===== src/rtl/sel_pipe_reg.sv =====
// Purpose: registered N-way channel selector with a two-entry skid buffer for datapath pipeline boundaries.
// Latency: one cycle from accept to out_valid; one transfer per cycle while out_ready stays high.
// Backpressure: absorbs one extra entry into the skid register, then drops in_ready until a consume frees it.
module sel_pipe_reg #(
   parameter  int W  = 32,
   parameter  int N  = 4,
   localparam int SW = $clog2(N)
) (
   input  logic           clk,
   input  logic           rst_n,
   input  logic [N*W-1:0] in_data,
   input  logic [SW-1:0]  in_sel,
   input  logic           in_valid,
   output logic           in_ready,
   input  logic           flush,
   output logic [W-1:0]   out_data,
   output logic [SW-1:0]  out_sel,
   output logic           out_err,
   output logic           out_valid,
   input  logic           out_ready
);

   // State encoding is {main_valid, skid_valid}; 2'b01 is never produced.
   typedef enum logic [1:0] {
      S_EMPTY = 2'b00,
      S_ONE   = 2'b10,
      S_TWO   = 2'b11
   } state_t;

   state_t          r_state;
   logic [W-1:0]    r_main_dat;
   logic [SW-1:0]   r_main_sel;
   logic            r_main_err;
   logic [W-1:0]    r_skid_dat;
   logic [SW-1:0]   r_skid_sel;
   logic            r_skid_err;

   logic [W-1:0]    w_sel_dat;
   logic            w_sel_err;
   logic            w_accept;
   logic            w_consume;

   // Handshake signals decode straight from state bits, so out_ready never reaches in_ready.
   assign in_ready  = ~r_state[0];
   assign out_valid = r_state[1];
   assign out_data  = r_main_dat;
   assign out_sel   = r_main_sel;
   assign out_err   = r_main_err;

   assign w_accept  = in_valid & ~r_state[0];
   assign w_consume = r_state[1] & out_ready;

   // Pick the addressed channel; an out-of-range index matches nothing and yields zero.
   always_comb begin
      w_sel_dat = '0;
      for (int k = 0; k < N; k++) begin
         if (in_sel == SW'(k)) begin
            w_sel_dat = in_data[k*W +: W];
         end
      end
   end

   // When N fills the select space every index is legal, so the error flag is tied off.
   generate
      if (N == (1 << SW)) begin : g_err_pow2
         assign w_sel_err = 1'b0;
      end else begin : g_err_range
         assign w_sel_err = (in_sel >= SW'(N));
      end
   endgenerate

   // Occupancy and entry storage; flush empties the stage but leaves payload registers untouched.
   always_ff @(posedge clk or negedge rst_n) begin
      if (!rst_n) begin
         r_state    <= S_EMPTY;
         r_main_dat <= '0;
         r_main_sel <= '0;
         r_main_err <= 1'b0;
         r_skid_dat <= '0;
         r_skid_sel <= '0;
         r_skid_err <= 1'b0;
      end else if (flush) begin
         r_state <= S_EMPTY;
      end else begin
         case (r_state)
            S_EMPTY: begin
               if (w_accept) begin
                  r_main_dat <= w_sel_dat;
                  r_main_sel <= in_sel;
                  r_main_err <= w_sel_err;
                  r_state    <= S_ONE;
               end
            end
            S_ONE: begin
               if (w_accept && w_consume) begin
                  r_main_dat <= w_sel_dat;
                  r_main_sel <= in_sel;
                  r_main_err <= w_sel_err;
               end else if (w_accept) begin
                  // Downstream stalled: park the newer entry behind main.
                  r_skid_dat <= w_sel_dat;
                  r_skid_sel <= in_sel;
                  r_skid_err <= w_sel_err;
                  r_state    <= S_TWO;
               end else if (w_consume) begin
                  r_state <= S_EMPTY;
               end
            end
            S_TWO: begin
               if (w_consume) begin
                  r_main_dat <= r_skid_dat;
                  r_main_sel <= r_skid_sel;
                  r_main_err <= r_skid_err;
                  r_state    <= S_ONE;
               end
            end
            default: begin
               r_state <= S_EMPTY;
            end
         endcase
      end
   end

endmodule


===== config.mk =====
export PLATFORM = sky130hd
export DESIGN_NAME = sel_pipe_reg
export DESIGN_NICKNAME = d
export VERILOG_FILES = /design/src/rtl/sel_pipe_reg.sv
export SDC_FILE = /design/constraint.sdc
export NUM_CORES = 1
export LEC_CHECK = 0
export ABC_AREA = 0
export CAP_MARGIN = 20
export CORE_MARGIN = 3
export CORE_UTILIZATION = 45
export CTS_CLUSTER_DIAMETER = 30
export DETAILED_ROUTE_END_ITERATION = 10
export HOLD_SLACK_MARGIN = 0.05
export PLACE_DENSITY_LB_ADDON = 0.08
export SLEW_MARGIN = 0
export SYNTH_ARGS = -nofsm -noshare
export SYNTH_HDL_FRONTEND = slang
export SYNTH_SLANG_ARGS = --single-unit

===== constraint.sdc =====
create_clock -name clk -period 5.4 [get_ports clk]
set_clock_uncertainty 0.1 [all_clocks]
set_input_delay 1.08 -clock clk [delete_from_list [all_inputs] [get_ports clk]]
set_output_delay 1.08 -clock clk [all_outputs]
set_load 0.05 [all_outputs]

# Word level (Yosys, flattened, before mapping)
# Cells that the tools add are included.
# Widths: inputs -> output; s select.
# totals
ff_bits	71
input_bits	135
out_inout_bits	37
elab_cells	53
# classes
eq_ne	12
muxes	23
bitwise_logic	5
reduce_logical	7
# ops
cell	count
$mux 32	7
$pmux 32 s3	1
$mux 2	9
$pmux 2 s3	2
$ne 3x3->1 const B	3
$eq 2x2->1 const B	4
$reduce_and 4->1	2
$ne 2x2->1 const B	3
$reduce_and 5->1	1
$logic_not 2->1	2
$ne 4x4->1 const B	1
$mux 1	3
$not 1->1	3
$pmux 1 s3	1
$reduce_bool 3->1	1
$and 1x1->1	2
$eq 2x1->1 const B	1
$logic_and 1x1->1	1

# Longest topological paths before layout
# depth
depth_word	7
ltp_mapped	7

# Worst setup path before layout
# No wires, ideal clock.
# synth_path
path_type	input to register
from	in in_sel[0]
to	reg r_skid_dat[14]
setup_ns	0.128
arrival_time_ns	2.377
required_time_ns	5.172
slack_ns	2.796
cell_stages	4
path_buffers	2
path_cell_list	buf_2 -> buf_2 -> mux4_2 -> mux2_1
# synth_between
elab_chain_cells	5
elab_cells_between_ends	8
cone_classes	eq/ne: 3; mux: 4; reduce/logical: 1
# synth_rtl
element	line_no	rtl
start: declaration	12	input logic [SW-1:0] in_sel,
$logic_not 2->1	57	if (in_sel == SW'(k)) begin
$mux 32 (3 in series)	57	
$mux 32 (*)	57	
end signal: assignment	101	r_skid_dat <= w_sel_dat;
end: declaration	34	logic [W-1:0] r_skid_dat;
# Every way passes the cells marked *; elsewhere a longest branch is shown, timed or not.
# A chain may end at the register's enable or synchronous reset.

# Worst setup path in the final report
# layout_path
from	reg r_state[1]
to	out out_valid
# layout_lines
element	line_no	rtl
start: declaration	30	state_t r_state;
start signal: assignment	75	r_state <= S_EMPTY;
start signal: assignment	83	r_state <= S_EMPTY;
start signal: assignment	91	r_state <= S_ONE;
end: declaration	19	output logic out_valid,
# No word-level cell between the ends.

==> results.py <==
metrics = {
    "outcome": {
        "status": "completed",
    },
    "global_routing": {
        "antenna_found_initial": 0,
        "grt_max_degree": 71,
        "grt-ovfl-total": 0,
        "grt_pass1_vias": 3117,
        "grt_usage_pct": 19.6,
        "grt_pass1_wl_um": 15100,
    },
    "clock_tree": {
        "clockBufferDepth": 2,
        "hold_buffers": 0,
        "ctsResizeCount": 0,
        "h-tree-depth": 3,
        "clock_sinks": 70,
        "root_buffer": "clkbuf_8",
        "clk_latency_ps": 340,
        "cts_buffers": 9,
        "cts_tree": "built",
        "clkSlewWorstSetupHoldPaths_ps": 70,
        "cts_setup_buffers": 0,
    },
    "logic_synthesis": {
        "synth.avg_cell_area_um2": 13.4,
        "ys_warn_count": 0,
        "synthFlopType": "dfrtp_1",
        "ys_types": 25,
        "synthArstFlopShare_pct": 100,
        "synthTopCellsByCount": "70 x dfrtp_1, 36 x nor2_1, 35 x mux2i_1, 34 x a21oi_1, 32 x mux4_2",
        "synth_top_area_share_pct": 46.0,
        "synth_area_leaders": "dfrtp_1 46%, mux4_2 19%, mux2i_1 9.2%",
        "netlist_instances": 285,
        "netlist_area_um2": 3810,
        "synth_sequential_area_ratio_pct": 46.0,
        "synth-seq-cells": 70,
        "yosysMostFrequentCell": "dfrtp_1",
        "synth-edff-count": 0,
        "yosysTopAreaCell": "dfrtp_1",
        "syn_nets": 424,
    },
    "floorplanning": {
        "pin_count": 172,
        "fp.dieH_um": 98,
        "core-area_um2": 7970,
        "initial_utilization_pct": 47.8,
        "dieArea_um2": 9600,
        "rows": 32,
        "die_x_um": 98,
    },
    "sta": {
        "hold_violations": 0,
        "period_share_pct": 53.9,
        "setup-tns-final_ps": 0,
        "maxClockFrequency_ghz": 0.344,
        "relSlewSlack_pct": 41.5,
        "worst_pin_slew_ps": 877,
        "rsz0062_at_grt": "no",
        "period_needed_ps": 2910,
        "maxSlewViolCount": 0,
        "finalSetupViolations": 0,
        "hold_ws_ps": 399,
    },
    "power": {
        "power_density_nw_per_um2": 483,
        "ir_drop_mv": 0.201,
        "leakage_nw": 2.23,
    },
    "routing": {
        "wl_per_cell_um": 16.8,
        "num_vias": 2942,
        "drc": 0,
        "drtIter0Drc": 61,
        "routed_via_density": 5.32,
        "antenna_left": 0,
        "wirelength_um": 9290,
        "firstDrtPassIters": 4,
    },
    "critical_path": {
        "crit_fanout": 10,
        "path_cells": "clkdlybuf4s50_1",
        "critical_path.slowest_cell": "clkdlybuf4s50_1",
        "cp-end-kind": "output port",
        "cp_slowest_stage_delay_ps": 870,
        "path_buf_inv": 1,
        "worst-setup-path-type": "reg2out",
        "worst_ep_required_time_ps": 4220,
        "crit_path_start_kind": "flop",
        "crit_family": "buffers and inverters",
        "arrival_ps": 1730,
    },
    "cells_and_area": {
        "nNetsFinal": 585,
        "multi_input_area_um2": 1930,
        "antennaDiodeCount": 0,
        "nFillCells": 571,
        "layout-drive-gt1-share_pct": 19.3,
        "regArea_um2": 1750,
        "area_growth_pct": 51.0,
    },
    "flow_run": {
        "maxCapViolCount": 0,
    },
    "placed_design": {
        "numPortBuffers": 170,
        "dp_hpwl_um": 6850,
        "gp_congestion": 0.868,
    },
    "min_path": {
        "hold_path_class": "reg2reg",
    },
}
==> report_power, final <==
group	leakage (nW)	switching, mW	internal, mW	total [mW]
sequential	0.816	0.136	0.784	0.920
clock	0.106	0.191	0.237	0.427
combinational	1.31	0.841	0.591	1.43
==> stage by stage <==
step	power (mW)	utilization (%)	cell area, um2	cells	worst slack, ps
after global placement	2.34	69.4	5530	536	2250
after CTS	2.81	72.2	5750	553	2470
after detailed placement	2.38	69.6	5550	537	2260
after floorplan	1.89	-	3810	285	2800
final	2.78	72.2	5750	553	2490
after global routing	2.94	72.2	5750	553	2420
==> layer usage <==
layer  part of all wire [%]  global-route usage, %  wire (um)  up-vias
met2                     52                   34.8       4830      106
li1                       -                      -          -     1383
met3                    8.4                   7.57        784       10
met1                     39                   22.3       3580     1443
met5                      0                      0          0        -
met4                    1.0                   4.69         97        0
==> layout by cell type (no fill, tap or decap) <==
master,instances
a2111oi_0,1
a2111oi_4,1
a211o_1,2
a21oi_1,34
a221oi_1,1
a2bb2oi_1,1
a41oi_1,1
buf_12,1
buf_2,2
buf_4,4
bufinv_16,1
clkbuf_1,1
clkbuf_8,11
clkdlybuf4s50_1,167
clkinv_2,3
conb_1,1
dfrtp_1,70
ha_1,3
ha_2,1
inv_1,2
mux2_1,3
mux2_2,31
mux2i_1,35
mux4_2,32
nand2_1,1
nand2b_1,2
nand3_1,1
nand3b_1,1
nor2_1,36
or2_1,1
==> registers in the layout (all words and copies together) (netlist names) <==
signal / flops
out_data: 32
out_sel: 2
r_skid_dat: 32
r_skid_sel: 2
r_state: 2
==> kinds of logic (layout without fill, tap and decap cells) <==
kind of cell	count (synthesis)	after routing	share of synthesized area (%)
AOI/OAI and AO/OA	41	41	6.57
adders and majority gates	4	4	1.31
buffers and inverters	26	192	3.38
DFF	70	70	46.0
muxes	101	101	38.2
other	1	1	0.0985
and+or+nand+nor	42	42	4.47
==> area by class of cell <==
| cell class | instances | share of cell area [%] |
|---|---|---|
| clock buffers | 12 | 2.70 |
| clock inverters | 4 | 0.783 |
| inverters | 2 | 0.131 |
| multi-input cells | 189 | 33.6 |
| flip-flops and latches | 70 | 30.5 |
| well taps | 102 | 2.22 |
| repair buffers | 174 | 30.1 |
==> worst paths after layout <==
| path | endpoint | cells past startpoint | from | slack (ps) |
|---|---|---|---|---|
| worst max-delay path | out_valid | 1 | r_state[1]$_DFFE_PN0P_ | 2490 |
| worst max register to register | out_data[0]$_DFFE_PN0P_ | 7 | r_state[1]$_DFFE_PN0P_ | 2760 |
| min in group asynchronous | r_skid_dat[30]$_DFFE_PN0P_ | 1 | rst_n | 760 |
| worst min register to register | r_skid_dat[15]$_DFFE_PN0P_ | 1 | r_skid_dat[15]$_DFFE_PN0P_ | 400 |
| max in group asynchronous | r_skid_sel[0]$_DFFE_PN0P_ | 1 | rst_n | 3870 |
| worst min-delay path | r_skid_dat[15]$_DFFE_PN0P_ | 1 | r_skid_dat[15]$_DFFE_PN0P_ | 400 |
(Power assumes the default switching activity.)
